$ cat config.mk
export PLATFORM = sky130hd
export DESIGN_NAME = irq_trap_ctrl
export DESIGN_NICKNAME = d
export VERILOG_FILES = /design/src/rtl/irq_trap_ctrl.sv
export SDC_FILE = /design/constraint.sdc
export NUM_CORES = 1
export LEC_CHECK = 0
export BUFFER_PORTS_ARGS = -buffer_cell sky130_fd_sc_hd__buf_2
export CORE_UTILIZATION = 40
export CTS_CLUSTER_DIAMETER = 60
export CTS_CLUSTER_SIZE = 20
export DETAILED_ROUTE_END_ITERATION = 6
export PLACE_DENSITY = 0.84
export REMOVE_ABC_BUFFERS = 1
export SYNTH_ARGS = -nofsm -noshare
export SYNTH_HDL_FRONTEND = slang
export SYNTH_SLANG_ARGS = --single-unit
$ cat constraint.sdc
create_clock -name clk -period 1.8 [get_ports clk]
set_input_delay 0.18 -clock clk [delete_from_list [all_inputs] [get_ports clk]]
set_output_delay 0.18 -clock clk [all_outputs]
set_load 0.005 [all_outputs]
$ cat src/rtl/irq_trap_ctrl.sv
// Machine-mode interrupt/trap sequencer: synchronizes interrupt lines, drains the
// pipeline, performs trap entry, and sequences MRET return and WFI sleep/wake.
module irq_trap_ctrl #(
    parameter int unsigned DRAIN_CYCLES = 3,
    parameter logic [31:0] RESET_PC     = 32'h0
) (
    input  logic        clk,
    input  logic        rst,
    input  logic        irq_ext,
    input  logic        irq_timer,
    input  logic        mstatus_mie,
    input  logic        mie_meie,
    input  logic        mie_mtie,
    input  logic [31:0] mtvec,
    input  logic [31:0] mepc_csr,
    input  logic        id_valid,
    input  logic [31:0] id_pc,
    input  logic        id_is_wfi,
    input  logic        wb_is_mret,
    input  logic        dm_stall,
    output logic        interrupt_stall,
    output logic        flush,
    output logic        redirect_valid,
    output logic [31:0] redirect_pc,
    output logic        mepc_we,
    output logic [31:0] mepc_wdata,
    output logic        mcause_we,
    output logic [31:0] mcause_wdata,
    output logic        mstatus_trap,
    output logic        mstatus_mret,
    output logic        mip_meip,
    output logic        mip_mtip,
    output logic [1:0]  state_o
);

    localparam int unsigned CW = (DRAIN_CYCLES < 1) ? 1 : $clog2(DRAIN_CYCLES + 1);
    localparam logic [CW-1:0] CNT_INIT  = CW'(DRAIN_CYCLES);
    localparam logic [31:0]   CAUSE_EXT = 32'h8000_000B;
    localparam logic [31:0]   CAUSE_TIM = 32'h8000_0007;

    typedef enum logic [1:0] {
        S_RUN   = 2'd0,
        S_DRAIN = 2'd1,
        S_TRAP  = 2'd2,
        S_SLEEP = 2'd3
    } state_t;

    state_t        r_state, w_state_nxt;
    logic          r_ext_s1, r_ext_s2, r_tim_s1, r_tim_s2;
    logic [CW-1:0] r_cnt, w_cnt_nxt;
    logic [31:0]   r_resume_pc, w_resume_nxt;
    logic [31:0]   r_cause, w_cause_nxt;
    logic          w_ext_pend, w_tim_pend, w_pending, w_take;
    logic [31:0]   w_cause_sel, w_vec;

    assign mip_meip     = r_ext_s2;
    assign mip_mtip     = r_tim_s2;
    assign w_ext_pend   = mip_meip & mie_meie;
    assign w_tim_pend   = mip_mtip & mie_mtie;
    assign w_pending    = w_ext_pend | w_tim_pend;
    assign w_take       = w_pending & mstatus_mie;
    assign w_cause_sel  = w_ext_pend ? CAUSE_EXT : CAUSE_TIM;
    assign w_vec        = mtvec & 32'hFFFF_FFFC;
    assign mepc_wdata   = r_resume_pc;
    assign mcause_wdata = r_cause;
    assign state_o      = r_state;

    always_ff @(posedge clk or posedge rst) begin
        if (rst) begin
            r_ext_s1    <= 1'b0;
            r_ext_s2    <= 1'b0;
            r_tim_s1    <= 1'b0;
            r_tim_s2    <= 1'b0;
            r_state     <= S_RUN;
            r_cnt       <= '0;
            r_resume_pc <= RESET_PC;
            r_cause     <= '0;
        end else begin
            r_ext_s1    <= irq_ext;
            r_ext_s2    <= r_ext_s1;
            r_tim_s1    <= irq_timer;
            r_tim_s2    <= r_tim_s1;
            r_state     <= w_state_nxt;
            r_cnt       <= w_cnt_nxt;
            r_resume_pc <= w_resume_nxt;
            r_cause     <= w_cause_nxt;
        end
    end

    always_comb begin
        w_state_nxt     = r_state;
        w_cnt_nxt       = r_cnt;
        w_resume_nxt    = r_resume_pc;
        w_cause_nxt     = r_cause;
        interrupt_stall = 1'b0;
        flush           = 1'b0;
        redirect_valid  = 1'b0;
        redirect_pc     = r_resume_pc;
        mepc_we         = 1'b0;
        mcause_we       = 1'b0;
        mstatus_trap    = 1'b0;
        mstatus_mret    = 1'b0;

        unique case (r_state)
            S_RUN: begin
                // MRET outranks a pending interrupt; the take is re-evaluated next cycle.
                if (wb_is_mret) begin
                    flush          = 1'b1;
                    redirect_valid = 1'b1;
                    redirect_pc    = mepc_csr;
                    mstatus_mret   = 1'b1;
                end else if (w_take && id_valid && !dm_stall) begin
                    w_resume_nxt = id_pc;
                    w_cause_nxt  = w_cause_sel;
                    w_cnt_nxt    = CNT_INIT;
                    w_state_nxt  = S_DRAIN;
                end else if (id_is_wfi && id_valid && !dm_stall) begin
                    w_resume_nxt = id_pc + 32'd4;
                    w_state_nxt  = S_SLEEP;
                end
            end
            S_DRAIN: begin
                interrupt_stall = 1'b1;
                if (wb_is_mret) begin
                    mstatus_mret = 1'b1;
                    w_resume_nxt = mepc_csr;
                end
                if (!dm_stall) begin
                    if (r_cnt == CW'(1)) w_state_nxt = S_TRAP;
                    else                 w_cnt_nxt   = r_cnt - CW'(1);
                end
            end
            S_TRAP: begin
                mepc_we        = 1'b1;
                mcause_we      = 1'b1;
                mstatus_trap   = 1'b1;
                flush          = 1'b1;
                redirect_valid = 1'b1;
                redirect_pc    = w_vec;
                w_state_nxt    = S_RUN;
            end
            S_SLEEP: begin
                interrupt_stall = 1'b1;
                // Wake ignores the global enable; only the trap path honours it.
                if (w_pending) begin
                    if (mstatus_mie) begin
                        w_cause_nxt = w_cause_sel;
                        w_cnt_nxt   = CNT_INIT;
                        w_state_nxt = S_DRAIN;
                    end else begin
                        flush          = 1'b1;
                        redirect_valid = 1'b1;
                        redirect_pc    = r_resume_pc;
                        w_state_nxt    = S_RUN;
                    end
                end
            end
            default: w_state_nxt = S_RUN;
        endcase
    end

endmodule

Word-level counts from Yosys, hierarchy flattened

Cells that the tools add are included.

Logic and storage cells: 75
Register bits after elaboration: 72

Add/subtract/negate cells: 2
Mux-type cells: 34
Equal/unequal tests: 12
Bitwise gates (word level): 4
Reduce and logical (&&, ||, !) cells: 15

Operator list:

| operator              | number |
|---|---|
| $mux 32               | 8 |
| $pmux 32 s2           | 3 |
| $add 32x3->32 const B | 1 |
| $mux 2                | 12 |
| $ne 2x2->1 const B    | 7 |
| $reduce_and 5->1      | 2 |
| $pmux 2 s4            | 1 |
| $mux 1                | 7 |
| $reduce_and 7->1      | 1 |
| $pmux 2 s3            | 1 |
| $eq 2x1->1 const B    | 2 |
| $eq 2x2->1 const B    | 2 |
| $logic_and 1x1->1     | 4 |
| $mux 4                | 1 |
| $reduce_bool 2->1     | 2 |
| $reduce_or 2->1       | 2 |
| $and 1x1->1           | 3 |
| $ne 3x3->1 const B    | 1 |
| $pmux 1 s3            | 1 |
| $reduce_and 3->1      | 1 |
| $reduce_bool 3->1     | 1 |
| $logic_not 2->1       | 1 |
| $sub 2x1->2 const B   | 1 |
| $logic_not 1->1       | 1 |
| $or 1x1->1            | 1 |

Longest topological paths before layout

Gate-level depths: netlist of run 1.

Depth in word-level cells: 8
Gate-level depth with buffers: 10
Depth with buffers taken out: 7

Worst setup path before layout of run 1

OpenSTA, ideal clock, no wires.

Kind: flip-flop to output port
From: register r_state[0] (netlist: state_o[0])
To: output port redirect_valid
Data required time: 1,620 ps
Stages on the path, launching flop included: 10
Buffers on the path: 4
Setup slack: -204 ps
Data arrival time: 1,824 ps
Path through: dfrtp_1 -> inv_1 -> ha_1 -> buf_2 -> and2_1 -> clkbuf_1 -> clkbuf_1 -> a311oi_1 -> nor2_1 -> buf_4

Cells in the longest elaborated chain, start to end: 2
Elaborated cells on any way between the ends: 4

Ends and longest elaborated chain:

| item                                                 | line | text |
|---|---|---|
| start, declared                                      | 48   | `state_t r_state, w_state_nxt;` |
| start signal, assigned                               | 83   | `r_state <= w_state_nxt;` |
| $eq 2x2->1 / $logic_not 2->1 (equally long branches) | --   |  |
| $pmux 1 s3 (*)                                       | --   |  |
| end, declared                                        | 23   | `output logic redirect_valid,` |

Mark *: on every way between the ends. The rest lies on a longest branch, timed or not.

Final worst setup path of run 1

From: register r_state[0] (netlist: state_o[0])
To: output port redirect_pc[24]

Cells in the longest elaborated chain, start to end: 2
Elaborated cells on any way between the ends: 3

Ends and longest elaborated chain:

| item                                                 | line | text |
|---|---|---|
| $eq 2x2->1 / $logic_not 2->1 (equally long branches) | 104  | `unique case (r_state)` |
| $pmux 32 s2 (*)                                      | 104  |  |
| end, declared                                        | 24   | `output logic [31:0] redirect_pc,` |

Marked as above.

==> run_results.csv, run 1 <==
group,metric,value,unit
finish,num-nets-final,775,
sta,rsz0062_at_grt,"true",
grt,grt_use_total,27.4,%
drt,wl,14100,um
drt,wire_per_inst,18.3,um
cts,path_clk_slew,0.09,ns
critical_path,r2r-end,"mepc_wdata[7]",
run,drv_cap,0,
critical_path,rrSetupSlack,-0.26,ns
logic_synthesis,synth_area_leaders,"dfrtp_1 30%, buf_4 6.7%, mux2_2 6.0%, xor2_1 4.9%, nand2_1 4.8%",
grt,grt_pass1_wl,19200,um
worst_hold_path,min_path_type,"in -> reg",
sta,finalHoldViolCount,0,
finish,antenna_cells,0,
logic_synthesis,synth.distinct_cells,53,
cts,cts_made_buffers,5,
logic_synthesis,netlist.area_leader.share,30.1,%
sta,slew_violations,0,
sta,clock_skew,0.00758,ns
finish,drive_gt1_share,54.8,%
logic_synthesis,synth_edf_count,0,
sta,setup_violations,74,
die,coreArea,8680,um2
critical_path,end_kind,"primary output",
power_and_ir_drop,leakage,2.74,nW
drt,drc_errors,14,
grt,grt_overflow,0,
sta,setup_ws,-0.293,ns
worst_hold_path,hp-start,"mepc_csr[10]",
die,initial_utilization,41.2,%
logic_synthesis,ys_seq_area_share,30.1,%
critical_path,arrival,1.91,ns
power_and_ir_drop,power,8.75,mW
sta,fmax,0.478,GHz
logic_synthesis,synth_seq_cells,43,
critical_path,path_max_fanout,7,
finish,syn2layout_area_growth,60.4,%
cts,clock_latency,0.30,ns
worst_hold_path,hold_path_depth,3,
logic_synthesis,synth_area_per_cell,8.36,um2
run_status,status,"complete, but fails checks",
logic_synthesis,yosysMostFrequentCell,"nand2_1",
cts,cts_buffer_depth,2,
logic_synthesis,ys.flop_type,"dfrtp_1",
logic_synthesis,yosys.area.top_type,"dfrtp_1",
critical_path,cp_cell_sequence,"inv_2 -> ha_4 -> buf_8 -> and2_4 -> buf_2 -> a222oi_1 -> inv_1 -> buf_2",
logic_synthesis,syn_area,3580,um2
sta,tightestPinTransition,0.726,ns
place,globalplace.congestion,0.823,
die,dieArea,9330,um2
logic_synthesis,synth_common_cells,"46 x nand2_1, 43 x dfrtp_1, 32 x buf_4",
cts,cts.sinks,43,
grt,grt_pass1_vias,3906,
place,portBuffers,184,
drt,first_iter_violations,264,
drt,drt-vias-per-instance,5.58,
power_and_ir_drop,vdd_ir_drop_max,0.618,mV
sta,relSlewSlack,51.5,%
run_status,violations,"DRC, setup timing",
die,rows,34,
critical_path,ff2ff_path_depth,13,
critical_path,cp_slowest_stage_delay,0.37,ns
die,die_h,96.6,um
grt,grt_start_max_net_pins,27,
cts,ctsRootBufferMaster,"clkbuf_8",
logic_synthesis,yosysWarnings,0,
finish,final_cells,771,
cts,htreeDepth,2,
drt,postRouteAntennaNets,0,
critical_path,critPathLaunchType,"flop",
grt,antenna_found_initial,0,
sta,whs,0.126,ns
critical_path,crit_slowest_cell,"dfrtp_1",
die,ios,214,
place,dpl.hpwl,9310,um
drt,vias,4303,
critical_path,worstReg2RegStart,"state_o[0]",
sta,fin_crit,2.09,ns
place,placed_cells,722,
worst_hold_path,hold_end,"mepc_wdata[10]",
critical_path,worstPathRequired,1.62,ns
power_and_ir_drop,powerDensity,1520,nW/um2
critical_path,crit_type,"reg -> out",
logic_synthesis,async_reset_ff_share,100,%
cts,cts_tree,"built",
die,dieWidth,96.6,um
sta,final_min_period_over_clock_period,116,%
logic_synthesis,synthCells,428,
drt,dr.pass1.iters,7,
critical_path,path_common_cell,"buf_2",
[power by group]
group,internal (mW),switching [mW]
Clock,0.414,0.369
Sequential,1.41,0.431
Combinational,3.20,2.93
[per-stage QoR]
| step | TNS [ns] | instance area [um2] | util (%) | setup slack, ns |
|---|---|---|---|---|
| 6_report | -15.44 | 5740 | 66.1 | -0.293 |
| 4_1_cts | -9.29 | 5300 | 61.0 | -0.256 |
| 3_5_place_dp | -12.37 | 4720 | 54.4 | -0.413 |
| 3_3_place_gp | -6.83 | 4720 | 54.4 | -0.214 |
| 2_1_floorplan | -49.87 | 3320 | - | -1.34 |
| 5_1_grt | -21.41 | 5740 | 66.1 | -0.384 |
[timing repair]
action | 4_1_cts | 5_1_grt
gates cloned | 4 | 2
setup endpoints to repair | 76 | 75
hold buffers | 3 | 0
buffers inserted | 23 | 11
hold endpoints to repair | 26 | 0
resized for setup | 43 | 77
pin swaps | 12 | 35
[worst max-delay path: cells and delay by family, from the launching register on]
family / cells / cell delay, ns
compound gates: 1 / 0.33
fa+ha+maj: 1 / 0.18
buf+inv: 5 / 0.57
flops: 1 / 0.37
simple gates: 1 / 0.16
[logic make-up after synthesis]
family | after synthesis | share of synthesized area, %
multiplexers | 22 | 6.82
AND/OR/NAND/NOR | 132 | 19.4
adder cells (fa/ha/maj) | 6 | 2.10
XOR/XNOR | 29 | 7.10
flip-flops | 43 | 30.1
buffers and inverters | 86 | 12.6
other | 1 | 0.105
AO/OA/AOI/OAI | 109 | 21.7
[worst max-delay path by stage]
stage,from,to,cells after the start
6_report,state_o[0],redirect_pc[24],8
5_1_grt,state_o[0],redirect_pc[10],8
4_1_cts,state_o[0],redirect_pc[10],8
3_5_place_dp,state_o[0],redirect_pc[10],6
3_3_place_gp,state_o[0],redirect_pc[26],6
2_1_floorplan,state_o[0],mepc_wdata[19],7
[placed cells by master, fill, tap and decap left out, types with 6 or more instances in the layout]
| cell | count |
|---|---|
| conb_1 | 27 |
| a21oi_1 | 7 |
| nand3_1 | 7 |
| mux2_2 | 18 |
| a21oi_2 | 20 |
| and3_1 | 6 |
| dfrtp_1 | 43 |
| o22ai_1 | 16 |
| xnor2_1 | 9 |
| nand4_1 | 12 |
| buf_8 | 7 |
| a222oi_1 | 17 |
| buf_12 | 11 |
| buf_6 | 15 |
| xor2_1 | 20 |
| nor2_1 | 12 |
| buf_2 | 186 |
| inv_1 | 21 |
| nand2_1 | 45 |
| o21ai_0 | 10 |
| a22oi_1 | 9 |
| buf_4 | 36 |
[routing by layer]
| layer | vias up | GRT usage [%] | part of all wire [%] |
|---|---|---|---|
| met5 | - | 0 | 0 |
| met4 | 0 | 9.56 | 1.4 |
| met3 | 19 | 3.21 | 7.7 |
| met2 | 265 | 50.9 | 53 |
| met1 | 2042 | 32.4 | 38 |
| li1 | 1977 | - | - |
[cell type report]
type | instances | area [um2]
flip-flops and latches | 43 | 1080
fillers | 691 | 2940
clock inverters | 3 | 43.8
multi-input cells | 325 | 2510
inverters | 26 | 100
repair buffers | 261 | 1800
clock buffers | 5 | 68.8
well taps | 108 | 135
[sequential cells by signal, summed over array words and instances, names as in the netlist]
| name | cells |
|---|---|
| mepc_wdata | 32 |
| r_tim_s1 | 1 |
| r_cnt | 2 |
| mcause_wdata | 3 |
| r_ext_s1 | 1 |
| mip_meip | 1 |
| state_o | 2 |
| mip_mtip | 1 |
Note: power is estimated with default switching activity, not from simulation.
==> inputs of run 2 (changes only) <==
Settings changed: CORE_MARGIN set to 5, PLACE_DENSITY 0.84 to 0.87.
==> run 2 against run 1 <==
Compared with the run above: the flow finishes with violations (setup timing); via count shrank 2.8%; die area grew 17%; total power down 7.2%; largest cell class unchanged.
==> run_results.csv, run 2 (synthesized netlist as in run 1, its figures left out) <==
group,metric,value,unit
run_status,status,"complete, but fails checks",
cts,cts_buffer_depth,2,
drt,postRouteAntennaNets,0,
grt,grt_use_total,23.1,%
cts,ctsRootBufferMaster,"clkbuf_8",
drt,dr.pass1.iters,7,
die,initial_utilization,41.0,%
die,dieArea,10900,um2
place,dpl.hpwl,10400,um
power_and_ir_drop,power,8.12,mW
sta,finalHoldViolCount,0,
drt,wire_per_inst,18.0,um
finish,drive_gt1_share,48.7,%
die,die_h,105,um
grt,grt_pass1_wl,20800,um
finish,antenna_cells,0,
run,drv_cap,0,
cts,path_clk_slew,0.10,ns
sta,clock_skew,0.0101,ns
critical_path,crit_type,"reg -> out",
place,globalplace.congestion,0.798,
grt,grt_overflow,0,
finish,num-nets-final,757,
sta,setup_violations,43,
sta,final_min_period_over_clock_period,117,%
die,coreArea,8720,um2
finish,syn2layout_area_growth,49.0,%
cts,htreeDepth,2,
drt,drc_errors,0,
power_and_ir_drop,leakage,2.57,nW
critical_path,worstPathRequired,1.62,ns
sta,tns,-7.84,ns
finish,final_common_cell,"buf_2",
finish,largest_register_ffs,32,
critical_path,worstReg2RegStart,"state_o[1]",
cts,cts.sinks,43,
worst_hold_path,hp-start,"mepc_csr[10]",
die,dieWidth,105,um
sta,fin_crit,2.11,ns
place,placed_cells,728,
die,rows,34,
sta,fmax,0.473,GHz
grt,grt_pass1_vias,4133,
critical_path,end_kind,"primary output",
cts,cts_made_buffers,5,
sta,setup_ws,-0.315,ns
critical_path,critPathLaunchType,"flop",
cts,clock_latency,0.31,ns
place,portBuffers,184,
power_and_ir_drop,vdd_ir_drop_max,0.701,mV
finish,fillers,776,
critical_path,path_max_fanout,5,
finish,final_cells,753,
drt,first_iter_violations,274,
drt,wl,13600,um
finish,layout_common_cells,"184 x buf_2, 46 x nand2_1, 43 x dfrtp_1",
sta,slew_violations,0,
drt,drt-vias-per-instance,5.56,
cts,cts_tree,"built",
worst_hold_path,min_path_type,"in -> reg",
die,ios,214,
power_and_ir_drop,powerDensity,1520,nW/um2
run_status,violations,"setup timing",
critical_path,arrival,1.93,ns
sta,rsz0062_at_grt,"true",
drt,vias,4183,
critical_path,cp-startpoint,"state_o[1]",
grt,antenna_found_initial,0,
grt,grt_start_max_net_pins,24,
## run 2: cell types whose count changed in the layout (fill, tap and decap cells not counted), moves of 4 or more
| cell | delta |
|---|---|
| a21oi_2 | -19 |
| a22oi_1 | -9 |
| a21oi_1 | +19 |
| buf_12 | -6 |
| buf_6 | -7 |
| nor2_4 | -4 |
| buf_8 | -6 |
| nor2_1 | +4 |
| a22oi_2 | +9 |
## run 2: final timing paths
kind | cells past startpoint | endpoint | slack, ns
setup / recovery | 8 | redirect_pc[15] | -0.31
max in group asynchronous | 4 | mepc_wdata[30] | 0.86
hold / removal | 3 | mepc_wdata[10] | 0.12
hold reg to reg | 0 | mip_meip | 0.36
setup reg to reg | 7 | r_cnt[0] | -0.07
min in group asynchronous | 3 | r_ext_s1 | 0.44
## run 2: worst max-delay path, stage by stage, from the launching register on
cell	delay, ns
dfrtp_1	0.38
inv_2	0.06
ha_4	0.16
buf_6	0.12
mux2i_4	0.21
buf_12	0.16
a222oi_1	0.32
inv_1	0.07
buf_2	0.13
## run 2: final cells by class
type | instances | area (um2) | share of cell area, %
well taps | 108 | 135 | 2.53
clock buffers | 5 | 68.8 | 1.29
flip-flops and latches | 43 | 1080 | 20.2
repair buffers | 243 | 1550 | 29.0
inverters | 26 | 100 | 1.88
clock inverters | 3 | 26.3 | 0.493
multi-input cells | 325 | 2380 | 44.6
## run 2: what timing repair did
item	CTS	global route
setup endpoints to repair	65	65
pin swaps	11	18
endpoints found under the hold margin	22	0
setup buffers	6	6
gates resized for setup	43	19
gates cloned	4	0
hold buffers	3	0
## run 2: metal layers
metal | share of wire (%) | track usage [%]
met4 | 1.2 | 6.12
met3 | 8.7 | 4.62
met1 | 38 | 26.4
met2 | 52 | 43.6
met5 | 0 | 0
## run 2: through the flow
step | hold WS [ns] | util, % | area [um2] | setup slack, ns
2_1_floorplan | 0.211 | - | 3320 | -1.34
3_3_place_gp | 0.217 | 54.6 | 4760 | -0.0993
3_5_place_dp | 0.222 | 54.6 | 4760 | -0.0901
4_1_cts | 0.105 | 59.9 | 5230 | -0.313
5_1_grt | 0.128 | 61.1 | 5330 | -0.431
6_report | 0.123 | 61.1 | 5330 | -0.315
## run 2: power breakdown
part	switching (mW)	internal (mW)	total, mW
registers	0.410	1.41	1.82
logic	2.71	2.92	5.63
clock network	0.386	0.286	0.672
